<file path="src/rtl/regfile_writeback_queue.sv">
`default_nettype none
// ============================================================================
// Module   : regfile_writeback_queue
// Purpose  : Circular writeback FIFO in front of a register-file write port,
//            with two newest-value forwarding snoop ports.
// Revision : 1.0 - initial release
// ============================================================================
module regfile_writeback_queue #(
   parameter int DEPTH = 4
) (
   input  logic                       clk,
   input  logic                       rst,
   input  logic                       wb_valid,
   output logic                       wb_ready,
   input  logic [4:0]                 wb_addr,
   input  logic [31:0]                wb_data,
   input  logic                       rf_stall,
   output logic                       rf_wr_ena,
   output logic [4:0]                 rf_wr_addr,
   output logic [31:0]                rf_wr_data,
   input  logic [4:0]                 rd_addr0,
   input  logic [4:0]                 rd_addr1,
   output logic                       fwd_hit0,
   output logic                       fwd_hit1,
   output logic [31:0]                fwd_data0,
   output logic [31:0]                fwd_data1,
   output logic [$clog2(DEPTH):0]     count,
   output logic                       empty
);

   localparam int AW = $clog2(DEPTH);
   localparam int CW = AW + 1;
   localparam logic [CW-1:0] C_FULL = CW'(DEPTH);

   logic [4:0]       r_addr [DEPTH];
   logic [31:0]      r_data [DEPTH];
   logic [DEPTH-1:0] r_valid;
   logic [AW-1:0]    r_head;
   logic [AW-1:0]    r_tail;
   logic [CW-1:0]    r_count;

   logic             w_push;
   logic             w_pop;
   logic             w_empty;

   assign w_empty   = (r_count == '0);
   assign wb_ready  = (r_count != C_FULL);
   assign rf_wr_ena = !w_empty && !rf_stall;
   assign w_pop     = rf_wr_ena;
   // Writes to x0 are accepted but never occupy a slot.
   assign w_push    = wb_valid && wb_ready && (wb_addr != 5'd0);

   assign empty      = w_empty;
   assign count      = r_count;
   assign rf_wr_addr = w_empty ? 5'd0  : r_addr[r_head];
   assign rf_wr_data = w_empty ? 32'd0 : r_data[r_head];

   always_ff @(posedge clk or posedge rst) begin
      if (rst) begin
         r_head  <= '0;
         r_tail  <= '0;
         r_count <= '0;
         r_valid <= '0;
      end else begin
         // Push and pop never target the same slot: that needs empty or full.
         if (w_pop) begin
            r_valid[r_head] <= 1'b0;
            r_head          <= r_head + AW'(1);
         end
         if (w_push) begin
            r_valid[r_tail] <= 1'b1;
            r_tail          <= r_tail + AW'(1);
         end
         case ({w_push, w_pop})
            2'b10:   r_count <= r_count + CW'(1);
            2'b01:   r_count <= r_count - CW'(1);
            default: r_count <= r_count;
         endcase
      end
   end

   // Payload storage needs no reset; occupancy is tracked by r_valid.
   always_ff @(posedge clk) begin
      if (w_push) begin
         r_addr[r_tail] <= wb_addr;
         r_data[r_tail] <= wb_data;
      end
   end

   logic [4:0] w_rd_addr [2];
   assign w_rd_addr[0] = rd_addr0;
   assign w_rd_addr[1] = rd_addr1;

   for (genvar p = 0; p < 2; p++) begin : g_fwd
      logic        w_hit;
      logic [31:0] w_fdata;

      // Walk oldest to newest so the last match found is the newest value.
      always_comb begin
         w_hit   = 1'b0;
         w_fdata = 32'd0;
         for (int k = 0; k < DEPTH; k++) begin
            if (w_rd_addr[p] != 5'd0 &&
                r_valid[r_head + AW'(k)] &&
                r_addr[r_head + AW'(k)] == w_rd_addr[p]) begin
               w_hit   = 1'b1;
               w_fdata = r_data[r_head + AW'(k)];
            end
         end
      end
   end

   assign fwd_hit0  = g_fwd[0].w_hit;
   assign fwd_data0 = g_fwd[0].w_fdata;
   assign fwd_hit1  = g_fwd[1].w_hit;
   assign fwd_data1 = g_fwd[1].w_fdata;

endmodule
`default_nettype wire
</file>
<file path="config.mk">
export PLATFORM = sky130hd
export DESIGN_NAME = regfile_writeback_queue
export DESIGN_NICKNAME = d
export VERILOG_FILES = /design/src/rtl/regfile_writeback_queue.sv
export SDC_FILE = /design/constraint.sdc
export NUM_CORES = 1
export LEC_CHECK = 0
export ABC_AREA = 1
export CAP_MARGIN = 20
export CORE_UTILIZATION = 39
export DETAILED_ROUTE_END_ITERATION = 16
export PLACE_DENSITY = 0.58
export SLEW_MARGIN = 20
export SYNTH_ARGS = -nofsm -noshare
export SYNTH_HDL_FRONTEND = slang
export SYNTH_SLANG_ARGS = --single-unit
</file>
<file path="constraint.sdc">
create_clock -name clk -period 5.35 [get_ports clk]
set_input_delay 1.3375 -clock clk [delete_from_list [all_inputs] [get_ports clk]]
set_output_delay 1.3375 -clock clk [all_outputs]
set_load 0.03 [all_outputs]
</file>
=== After elaboration in Yosys (flattened, before gate mapping) ===
Memory sizes are Yosys's and may differ from the RTL's.
Cells that the tools add are included.

* Bitwise logic cells: 3
* Order comparisons: 7
* Equal/unequal tests: 11
* Multiplexer cells: 35
* Reductions and logical operators: 28
* Add/subtract/negate cells: 6

{| class="wikitable"
|+ Operators by type and width
! operator !! number
|-
| $mux 32 || 9
|-
| $eq 5x5->1 || 8
|-
| $logic_and 1x1->1 || 21
|-
| $mux 1 || 16
|-
| $lt 2x3->1 const B || 5
|-
| $reduce_bool 5->1 || 3
|-
| $bmux 1 s2 || 4
|-
| $mux 4 || 2
|-
| $pmux 3 s2 || 1
|-
| $mux 5 || 1
|-
| $add 2x1->2 const B || 2
|-
| $add 2x2->2 const B || 2
|-
| $and 4x4->4 || 1
|-
| $demux 1 s2 || 2
|-
| $ge 2x1->1 const B || 2
|-
| $not 4->4 || 1
|-
| $or 4x4->4 || 1
|-
| $add 3x1->3 const B || 1
|-
| $logic_not 3->1 || 1
|-
| $ne 3x3->1 const B || 1
|-
| $sub 3x1->3 const B || 1
|-
| $eq 2x1->1 const B || 1
|-
| $eq 2x2->1 const B || 1
|-
| $logic_not 1->1 || 2
|-
| $reduce_bool 2->1 || 1
|}

* Output and inout bits: 109
* Memories: 2
* Bits in writable memories: 148
* Register bits after elaboration: 11
* Logic and storage cells: 96

{| class="wikitable"
|+ Memory list
! name !! depth !! width !! read ports !! clocked after Yosys merged registers in !! wr ports !! RTL line !! source
|-
| r_data || 4 || 32 || 4 || 0 || 1 || 36 || <nowiki>logic [31:0] r_data [DEPTH];</nowiki>
|-
| r_addr || 4 || 5 || 4 || 0 || 1 || 35 || <nowiki>logic [4:0] r_addr [DEPTH];</nowiki>
|}

=== Depth between registers and ports, before layout ===
Gate-level depths: netlist of run 1.

* Word-level depth: 9
* Depth in mapped cells: 19

=== Least setup slack after synthesis of run 1 ===
Ideal clock, no wire load.

* Path type: register to output
* From: register r_head[1]
* To: output port fwd_data0[31]
* Buffers on the path: 7
* Stages on the path, launching flop included: 19
* Required time: 4013 ps
* Slack: 769 ps
* Data arrival time: 3243 ps
* Cells stage by stage: dfrtp_1 > buf_2 > inv_2 > buf_2 > buf_2 > clkbuf_1 > ha_1 > buf_2 > nand3_1 > nand2_1 > nand2_1 > nand2_1 > nor2_4 > nand3_4 > buf_6 > buf_6 > nand2_1 > nand3_1 > a21oi_1

* Word-level cells in the longest chain between the ends: 8
* Elaborated cells on any way between the ends: 29
* Classes of those cells: add/sub (3); eq/ne (4); mux (12); reduce/logical (8); memory (2)

{| class="wikitable"
|+ RTL lines
! item !! RTL line !! source
|-
| start, declared || 38 || <nowiki>logic [AW-1:0] r_head;</nowiki>
|-
| start signal, assigned || 68 || <nowiki>r_head <= r_head + AW'(1);</nowiki>
|-
| parallel branches: the longest is 7 deep, another holds $mem_v2 4x5 || n/a ||
|-
| $mux 32 (*) || 103 || <nowiki>if (w_rd_addr[p] != 5'd0 &&</nowiki>
|-
| end, declared || 25 || <nowiki>output logic [31:0] fwd_data0,</nowiki>
|}

Every way passes the cells marked *. The select of a mux whose other input is x is not followed.

=== Final worst setup path of run 1 ===
* From: input port rd_addr1[1]
* To: output port fwd_data1[25]

* Word-level cells in the longest chain between the ends: 7
* Elaborated cells on any way between the ends: 17
* Classes of those cells: eq/ne (4); mux (4); reduce/logical (9)

{| class="wikitable"
|+ RTL lines
! item !! RTL line !! source
|-
| start, declared || 22 || <nowiki>input logic [4:0] rd_addr1,</nowiki>
|-
| $reduce_bool 5->1 || 103 ||
|-
| $logic_and 1x1->1 || 103 ||
|-
| $logic_and 1x1->1 || 104 || <nowiki>r_valid[r_head + AW'(k)] &&</nowiki>
|-
| $mux 32 (3 in series) || 103 ||
|-
| $mux 32 (*) || 103 ||
|-
| end, declared || 26 || <nowiki>output logic [31:0] fwd_data1,</nowiki>
|}

Mark *: on every way between the ends. The rest lies on a longest branch, timed or not.

==> results.sh, run 1 <==
export IMPL_outcome="completed"
export IMPL_synthCells=1683
export IMPL_worst_clock_skew_ns=0.0162
export IMPL_post_cts_setup_buffers=0
export IMPL_final_cells=2207
export IMPL_cts_num_sinks=159
export IMPL_grt_overflow=0
export IMPL_worst_skew_pair_late_latency_ns=0.44
export IMPL_critPathMaxFanout=30
export IMPL_fin_crit_ns=5.22
export IMPL_clock_tree_htree_level_count=4
export IMPL_synth_net_count=1744
export IMPL_cts_root_buffer="clkbuf_16"
export IMPL_boundaryPins=160
export IMPL_fmax_ghz=0.192
export IMPL_die_w_um=178
export IMPL_grt_first_pass_wirelength_um=61100
export IMPL_drv_max_cap_violation_count=0
export IMPL_die_h_um=178
export IMPL_slowest_delay_ns=0.68
export IMPL_cts_tree="yes"
export IMPL_slowest_stage="clkdlybuf4s50_1"
export IMPL_layout_nets=1866
export IMPL_grt_setup_unrepaired="no"
export IMPL_grt_max_degree=77
export IMPL_cts_reportedPaths_clkPinSlew_ns=0.07
export IMPL_netlist_area_um2=12000
export IMPL_holdCritPathClass="reg -> reg"
export IMPL_kind_of_start_point_of_the_critical_path="input pin"
export IMPL_required_ns=4.01
export IMPL_core_area_um2=30000
export IMPL_drt_first_iter_violations=851
export IMPL_route_detailed_vias_per_inst=5.47
export IMPL_fin_util=0.492
export IMPL_gp_congestion=0.950
export IMPL_vias=12075
export IMPL_wl_per_cell_um=18.0
export IMPL_num_fill_cells=2949
export IMPL_fp_dieArea_um2=31500
export IMPL_critical_path_destination="fwd_data1[25]"
export IMPL_place_hpwl_um=26800
export IMPL_min_period_over_period=0.976
export IMPL_worstMarginPinSlew_ns=0.920
export IMPL_number_of_global_route_vias_before_repair=11261
export IMPL_post_place_cells=2176
export IMPL_drtAntennaViolNets=0
export IMPL_placement_rows=63
export IMPL_depth_of_the_worst_register_to_register_path=8
export IMPL_ys_seq_elements=159
export IMPL_crit_arrival_ns=3.88
export IMPL_r2r_end="count[1]$_DFFE_PP0P_"
export IMPL_insertedDiodeCount=0
export IMPL_regToRegSetupSlack_ns=2.66
export IMPL_routed_wirelength_um=39700
export IMPL_floorplan_initialDensity=0.401
export IMPL_worst_path_most_repeated_cell="nor2_1"
export IMPL_first_pass_iters=5
export IMPL_grt_util_all_layers=0.254
export IMPL_synth_distinct_cells=32
export IMPL_maxSlewHeadroom=0.384
export IMPL_worstPathCellList="clkdlybuf4s50_1 > inv_1 > nand3_1 > nor2_1 > nor2_1 > o21ai_1 > nor2_1 > nand3_2 > buf_12 > nor2_1 > nor2_1 > nand2_1 > nand2_1 > clkdlybuf4s50_1"
export IMPL_drc=0
export IMPL_multi_input_area_um2=6450
export IMPL_area_growth_syn_to_layout_pct=22.5
export IMPL_post_synth_cell_area_avg_um2=7.15
export IMPL_worst_setup_path_startpoint="rd_addr1[1]"
export IMPL_cts_hold_buffers_added=0
export IMPL_reg2reg_from="count[0]$_DFFE_PP0P_"
export IMPL_ys_warn_count=0
export IMPL_seq_area_um2=4720
export IMPL_synth_yosys_seq_area_share=0.392
export IMPL_cts_buffer_depth=2
export IMPL_cp_end_kind="output pin"
export IMPL_setup_violations_final=0
export IMPL_finalHoldViolCount=0
export IMPL_number_of_antenna_violations_at_the_first_check_in_global_routing=1
export IMPL_worst_path_class_setup="in -> out"
export IMPL_final_max_slew_violation_count=0
export IMPL_final_layout_size_suffix_gt1_frac=0.0936
export IMPL_port_buffers=159
export IMPL_cts_buffer_count=17
==> how the worst min path moves through the flow <==
stage / start / end / slack [ns] / depth (start not counted)
after CTS: r_valid[3]$_DFF_PP0_ / r_valid[3]$_DFF_PP0_ / 0.53 / 2
after global routing: r_valid[3]$_DFF_PP0_ / r_valid[3]$_DFF_PP0_ / 0.56 / 2
after global placement: r_valid[0]$_DFF_PP0_ / r_valid[0]$_DFF_PP0_ / 0.50 / 2
final: r_valid[3]$_DFF_PP0_ / r_valid[3]$_DFF_PP0_ / 0.53 / 2
after floorplan: r_valid[0]$_DFF_PP0_ / r_valid[0]$_DFF_PP0_ / 0.47 / 2
after detailed placement: r_valid[3]$_DFF_PP0_ / r_valid[3]$_DFF_PP0_ / 0.51 / 2
==> layout by cell type, fill, tap and decap left out, types with 3 or more instances in the layout <==
cell	n
o21ai_0	141
inv_2	3
a21oi_1	15
clkinv_4	4
clkbuf_16	17
clkdlybuf4s50_1	108
buf_12	16
nand3_1	183
nand2_1	542
buf_6	3
nand4_1	59
nand3_2	4
ha_1	8
o21a_1	4
dfrtp_1	10
edfxtp_1	148
nor2_4	13
inv_6	7
o21ai_1	22
dlymetal6s2s_1	10
nor2_1	202
or2_2	12
buf_4	79
mux2i_1	86
inv_1	93
xor2_1	9
==> kinds of logic (layout without fill, tap and decap cells) <==
group,after synthesis,in the layout,synth area share
buf+inv,210,344,0.0789
xor+xnor,11,11,0.00801
flops,159,159,0.392
fa+ha+maj,10,10,0.0110
mux,86,86,0.0716
compound gates,185,185,0.0783
simple gates,1022,1022,0.360
==> synth_stat cells (all sizes together) <==
cell	count	area share
nand2	542	0.17
nor2	216	0.070
nand3	189	0.081
o21ai	163	0.068
edfxtp	148	0.37
inv	97	0.030
mux2i	86	0.072
buf	70	0.035
nand4	59	0.031
clkbuf	43	0.013
a21oi	16	0.0067
or2	13	0.0068
dfrtp	11	0.023
ha	9	0.0094
xor2	9	0.0066
o21a	4	0.0025
nor3	2	0.00083
xnor2	2	0.0015
fa	1	0.0017
o211ai	1	0.00062
o311ai	1	0.00073
or3	1	0.00052
==> per-stage QoR <==
step / TNS, ns / area (um^2) / setup WS, ns / hold WS, ns
finish: 0 / 14700 / 0.129 / 0.529
global route: 0 / 14700 / 0.00254 / 0.560
CTS: 0 / 14700 / 0.103 / 0.529
detailed placement: -0.0222 / 14100 / -0.0222 / 0.512
global placement: -0.0195 / 14100 / -0.0195 / 0.501
floorplan: 0 / 12000 / 0.769 / 0.473
==> area by class of cell <==
class                           count  area share
Sequential cell                   159       0.321
Clock inverter                     14     0.00832
Timing Repair Buffer              216       0.146
Tap cell                          390      0.0331
Multi-Input combinational cell   1314       0.438
Inverter                           97      0.0248
Clock buffer                       17      0.0289
==> state kept, by name, summed over array words and instances (netlist names) <==
name and count:
r_head 2, r_tail 2, r_data 128, r_valid 4, count 3, r_addr 20
==> routing by layer <==
metal	vias up	global-route usage	wire, um
li1	5877	-	-
met1	5671	0.331	17600
met2	464	0.429	18800
met3	61	0.0356	2460
met4	2	0.0848	742
met5	-	0	12
==> critical path, delay by kind of cell <==
kind | cells | cell delay (ns)
AO/OA/AOI/OAI | 1 | 0.08
buffers and inverters | 4 | 1.49
AND/OR/NAND/NOR | 9 | 0.95
==> what timing repair did <==
| action | CTS | global route |
|---|---|---|
| pin swaps | 0 | 0 |
| gates resized for setup | 1 | 15 |
| setup endpoints to repair | 1 | 37 |
Power of run 1 is left out: the tool's default activity adds up to more than one toggle a clock period on the data nets, which glitch-free logic cannot reach.
==> inputs of run 2 (changes only) <==
- PLACE_DENSITY: 0.58 -> 0.66
==> results.sh, run 2 (same netlist as run 1, synthesis figures left out) <==
export IMPL_outcome="completed"
export IMPL_drc=0
export IMPL_cts_repair_resized=0
export IMPL_finalHoldViolCount=0
export IMPL_worst_clock_skew_ns=0.0132
export IMPL_post_cts_setup_buffers=0
export IMPL_grt_max_degree=102
export IMPL_cts_buffer_count=17
export IMPL_holdCritPathClass="reg -> reg"
export IMPL_port_buffers=159
export IMPL_reg_top3="r_data x128, r_addr x20, r_valid x4"
export IMPL_critical_path_top_delay_family="simple AND/OR/NAND/NOR gates"
export IMPL_maxSlewHeadroom=0.388
export IMPL_boundaryPins=160
export IMPL_first_pass_iters=6
export IMPL_drtAntennaViolNets=0
export IMPL_place_hpwl_um=25900
export IMPL_die_h_um=178
export IMPL_slowest_stage="clkdlybuf4s50_1"
export IMPL_min_period_over_period=0.966
export IMPL_cts_reportedPaths_clkPinSlew_ns=0.07
export IMPL_routed_wirelength_um=39400
export IMPL_top_register="r_data"
export IMPL_grt_first_pass_wirelength_um=61600
export IMPL_totalNegativeSetupSlack_ns=0
export IMPL_final_common_cell="nand2_1"
export IMPL_top_layer_used="met4"
export IMPL_worstMarginPinSlew_ns=0.918
export IMPL_fmax_ghz=0.194
export IMPL_critPathMaxFanout=26
export IMPL_routed_wl_met2_um=18400
export IMPL_cp_end_kind="output pin"
export IMPL_drv_max_cap_violation_count=0
export IMPL_cts_num_sinks=159
export IMPL_min_from="count[2]$_DFFE_PP0P_"
export IMPL_route_detailed_vias_per_inst=5.55
export IMPL_kind_of_start_point_of_the_critical_path="input pin"
export IMPL_die_w_um=178
export IMPL_cts_buffer_depth=2
export IMPL_r2r_end="r_data[3][3]$_DFFE_PP_"
export IMPL_cts_root_buffer="clkbuf_16"
export IMPL_largest_reg_flops=128
export IMPL_setup_violations_final=0
export IMPL_slowest_delay_ns=0.61
export IMPL_crit_arrival_ns=3.83
export IMPL_cts_tree="yes"
export IMPL_worstHoldEndpoint="count[2]$_DFFE_PP0P_"
export IMPL_worst_skew_pair_late_latency_ns=0.43
export IMPL_drt_first_iter_violations=1299
export IMPL_cts_hold_buffers_added=0
export IMPL_number_of_global_route_vias_before_repair=11442
export IMPL_worstPathCellList="clkdlybuf4s50_1 > inv_1 > nand3_1 > nor2_1 > nor2_1 > o21ai_1 > nor2_1 > nand3_2 > nand3_2 > buf_12 > nand3_1 > nand2_1 > buf_12"
export IMPL_gp_congestion=0.980
export IMPL_required_ns=4.01
export IMPL_reg2reg_from="count[0]$_DFFE_PP0P_"
export IMPL_core_area_um2=30000
export IMPL_wl_met1_um=16800
export IMPL_floorplan_initialDensity=0.401
export IMPL_commonest_non_fill_non_tap_cells_in_the_layout="nand2_1 (542), nor2_1 (202), nand3_1 (183)"
export IMPL_layout_nets=1857
export IMPL_wl_per_cell_um=17.9
export IMPL_regToRegSetupSlack_ns=3.00
export IMPL_fin_crit_ns=5.17
export IMPL_vias=12197
export IMPL_fp_dieArea_um2=31500
export IMPL_final_max_slew_violation_count=0
export IMPL_clock_tree_htree_level_count=4
export IMPL_worst_path_most_repeated_cell="nor2_1"
export IMPL_depth_of_the_worst_register_to_register_path=6
export IMPL_grt_overflow=0
export IMPL_grt_util_all_layers=0.253
export IMPL_worst_path_class_setup="in -> out"
export IMPL_routed_wl_met3_um=3250
export IMPL_grt_setup_unrepaired="no"
export IMPL_placement_rows=63
export IMPL_cp_bufs_invs=4
export IMPL_area_growth_syn_to_layout_pct=22.7
export IMPL_number_of_antenna_violations_at_the_first_check_in_global_routing=0
export IMPL_final_layout_size_suffix_gt1_frac=0.0918
export IMPL_worst_hold_path_depth=1
## run 2: changes by cell type in the layout (fill, tap and decap cells not counted), sizes merged
cell	before	now
clkinvlp	2	3
buf	98	94
clkinv	5	4
dlymetal6s2s	10	1
diode	0	1
clkdlybuf4s50	108	112
## run 2: per-layer routing
layer  GRT usage  vias to the layer above
li1            -                     5848
met4      0.0855                        0
met5           0                        -
met3      0.0446                       74
met1       0.329                     5672
met2       0.421                      603
## run 2: final cells by class
cell class / count / area, um^2
antenna: 1 / 2.50
clock inverter: 14 / 149
clock buffer: 17 / 425
timing repair buffer: 207 / 2150
multi-input combinational: 1314 / 6450
tap: 390 / 488
fill: 2901 / 15200
inverter: 97 / 368
sequential: 159 / 4720
## run 2: worst max path at each step
stage / from / cells past startpoint / endpoint / slack, ns
final: rd_addr0[2] / 13 / fwd_data0[1] / 0.18
after global routing: rd_addr0[2] / 13 / fwd_data0[1] / 0.01
after CTS: rd_addr1[4] / 14 / fwd_data1[17] / 0.19
after detailed placement: rd_addr1[4] / 14 / fwd_data1[17] / 0.20
after global placement: rd_addr1[2] / 14 / fwd_data1[7] / 0.21
after floorplan: r_head[1]$_DFFE_PP0P_ / 18 / fwd_data0[31] / 0.77
## run 2: metrics by stage
| step | utilization | std cells | hold slack (ns) | instance area [um^2] | worst slack, ns |
|---|---|---|---|---|---|
| global placement | 0.473 | 2167 | 0.539 | 14200 | 0.213 |
| CTS | 0.492 | 2198 | 0.549 | 14700 | 0.192 |
| detailed placement | 0.473 | 2167 | 0.534 | 14200 | 0.205 |
| finish | 0.492 | 2199 | 0.546 | 14700 | 0.183 |
| global route | 0.492 | 2198 | 0.585 | 14700 | 0.0112 |
| floorplan | - | 1683 | 0.473 | 12000 | 0.769 |
## run 2: worst reg2reg max path, delay by kind of cell, from the launching register on
family / cells / cell delay [ns]
AOI/OAI and AO/OA: 1 / 0.12
buffers and inverters: 3 / 0.84
DFF: 1 / 0.43
and+or+nand+nor: 2 / 0.56
Power of run 2 is left out for the same reason.
==> inputs of run 3 (changes only) <==
- clock period: 5.35 -> 6.7 ns (I/O delays scaled with it)
==> results.sh, run 3 (same netlist as run 1, synthesis figures left out) <==
export IMPL_wl_per_cell_um=18.3
export IMPL_boundaryPins=160
export IMPL_cts_tree="yes"
export IMPL_globalRouteMet3Util=0.0516
export IMPL_number_of_antenna_violations_at_the_first_check_in_global_routing=1
export IMPL_drc=0
export IMPL_core_area_um2=30000
export IMPL_routed_wirelength_um=40100
export IMPL_cp_end_kind="output pin"
export IMPL_fin_crit_ns=6.20
export IMPL_area_growth_syn_to_layout_pct=21.5
export IMPL_multi_input_area_um2=6440
export IMPL_setup_violations_final=0
export IMPL_maxSlewHeadroom=0.318
export IMPL_grt_overflow=0
export IMPL_drtAntennaViolNets=0
export IMPL_min_period_over_period=0.925
export IMPL_final_max_slew_violation_count=0
export IMPL_largest_reg_flops=128
export IMPL_worst_path_class_setup="in -> out"
export IMPL_cts_buffer_depth=2
export IMPL_cts_repair_resized=0
export IMPL_grt_setup_unrepaired="no"
export IMPL_route_detailed_vias_per_inst=5.52
export IMPL_gr_usage_met2=0.415
export IMPL_grt_first_pass_wirelength_um=62100
export IMPL_groute_layer_met1_usage=0.338
export IMPL_worst_clock_skew_ns=0.00822
export IMPL_fp_dieArea_um2=31500
export IMPL_layout_nets=1848
export IMPL_top_usage_layer="met2"
export IMPL_placement_rows=63
export IMPL_crit_arrival_ns=4.52
export IMPL_finalInstanceArea_um2=14600
export IMPL_grt_util_all_layers=0.259
export IMPL_cts_hold_buffers_added=0
export IMPL_finalHoldViolCount=0
export IMPL_post_cts_setup_buffers=0
export IMPL_num_fill_cells=2943
export IMPL_reg_top3="r_data x128, r_addr x20, r_valid x4"
export IMPL_drt_first_iter_violations=1290
export IMPL_cts_root_buffer="clkbuf_16"
export IMPL_die_h_um=178
export IMPL_seq_area_um2=4720
export IMPL_cts_buffer_count=17
export IMPL_required_ns=5.03
export IMPL_place_hpwl_um=26600
export IMPL_die_w_um=178
export IMPL_worst_skew_pair_late_latency_ns=0.43
export IMPL_commonest_non_fill_non_tap_cells_in_the_layout="nand2_1 (542), nor2_1 (203), nand3_1 (183)"
export IMPL_grt_max_degree=158
export IMPL_final_common_cell="nand2_1"
export IMPL_top_register="r_data"
export IMPL_cts_num_sinks=159
export IMPL_fmax_ghz=0.161
export IMPL_final_layout_size_suffix_gt1_frac=0.0861
export IMPL_worstMarginPinSlew_ns=1.02
export IMPL_drv_max_cap_violation_count=0
export IMPL_cts_reportedPaths_clkPinSlew_ns=0.06
export IMPL_postPlaceCellArea_um2=14000
export IMPL_first_pass_iters=6
export IMPL_totalNegativeSetupSlack_ns=0
export IMPL_floorplan_initialDensity=0.401
export IMPL_port_buffers=159
export IMPL_vias=12092
export IMPL_outcome="completed"
export IMPL_kind_of_start_point_of_the_critical_path="input pin"
export IMPL_holdCritPathClass="reg -> reg"
export IMPL_critPathMaxFanout=31
export IMPL_clock_tree_htree_level_count=4
export IMPL_gp_congestion=0.885
export IMPL_number_of_global_route_vias_before_repair=11331
run 3: worst max-delay path: stages:
cell and delay (ns):
clkdlybuf4s50_1 0.63, inv_1 0.10, nand3_1 0.10, nor2_1 0.08, nor2_1 0.14, o21ai_1 0.11, nor2_4 0.12, buf_4 0.42
nand4_1 0.20, nand3_1 0.13, nand2_1 0.05, nand2_1 0.07, clkdlybuf4s50_1 0.67
run 3: per-stage QoR:
step,utilization,setup WS (ns),hold slack [ns],std cells
6_report,0.488,0.502,0.545,2191
5_1_grt,0.488,0.309,0.571,2190
4_1_cts,0.488,0.543,0.548,2190
3_5_place_dp,0.467,0.569,0.535,2158
3_3_place_gp,0.467,0.570,0.534,2158
2_1_floorplan,-,1.78,0.473,1683
run 3: area by class of cell:
class                           count  share of cell area
Multi-Input combinational cell   1314               0.441
Sequential cell                   159               0.323
Timing Repair Buffer              198               0.136
Tap cell                          390              0.0334
Clock buffer                       18              0.0294
Inverter                           97              0.0250
Clock inverter                     14              0.0120
Antenna cell                        1            0.000171
run 3: metal layers:
layer	wire [um]	up-vias
li1	-	5834
met1	17000	5566
met2	18300	591
met3	3290	101
met4	1490	0
met5	0	-
run 3: worst paths after layout:
path	startpoint	end	slack, ns	depth (start not counted)
worst max-delay path	rd_addr1[3]	fwd_data1[22]	0.50	13
worst min-delay path	count[0]$_DFFE_PP0P_	count[0]$_DFFE_PP0P_	0.55	1
worst max register to register	count[1]$_DFFE_PP0P_	count[1]$_DFFE_PP0P_	4.08	6
worst min register to register	count[0]$_DFFE_PP0P_	count[0]$_DFFE_PP0P_	0.55	1
max in group asynchronous	rst	r_head[0]$_DFFE_PP0P_	4.81	2
min in group asynchronous	rst	r_valid[3]$_DFF_PP0_	1.54	2
Power of run 3 is left out for the same reason.
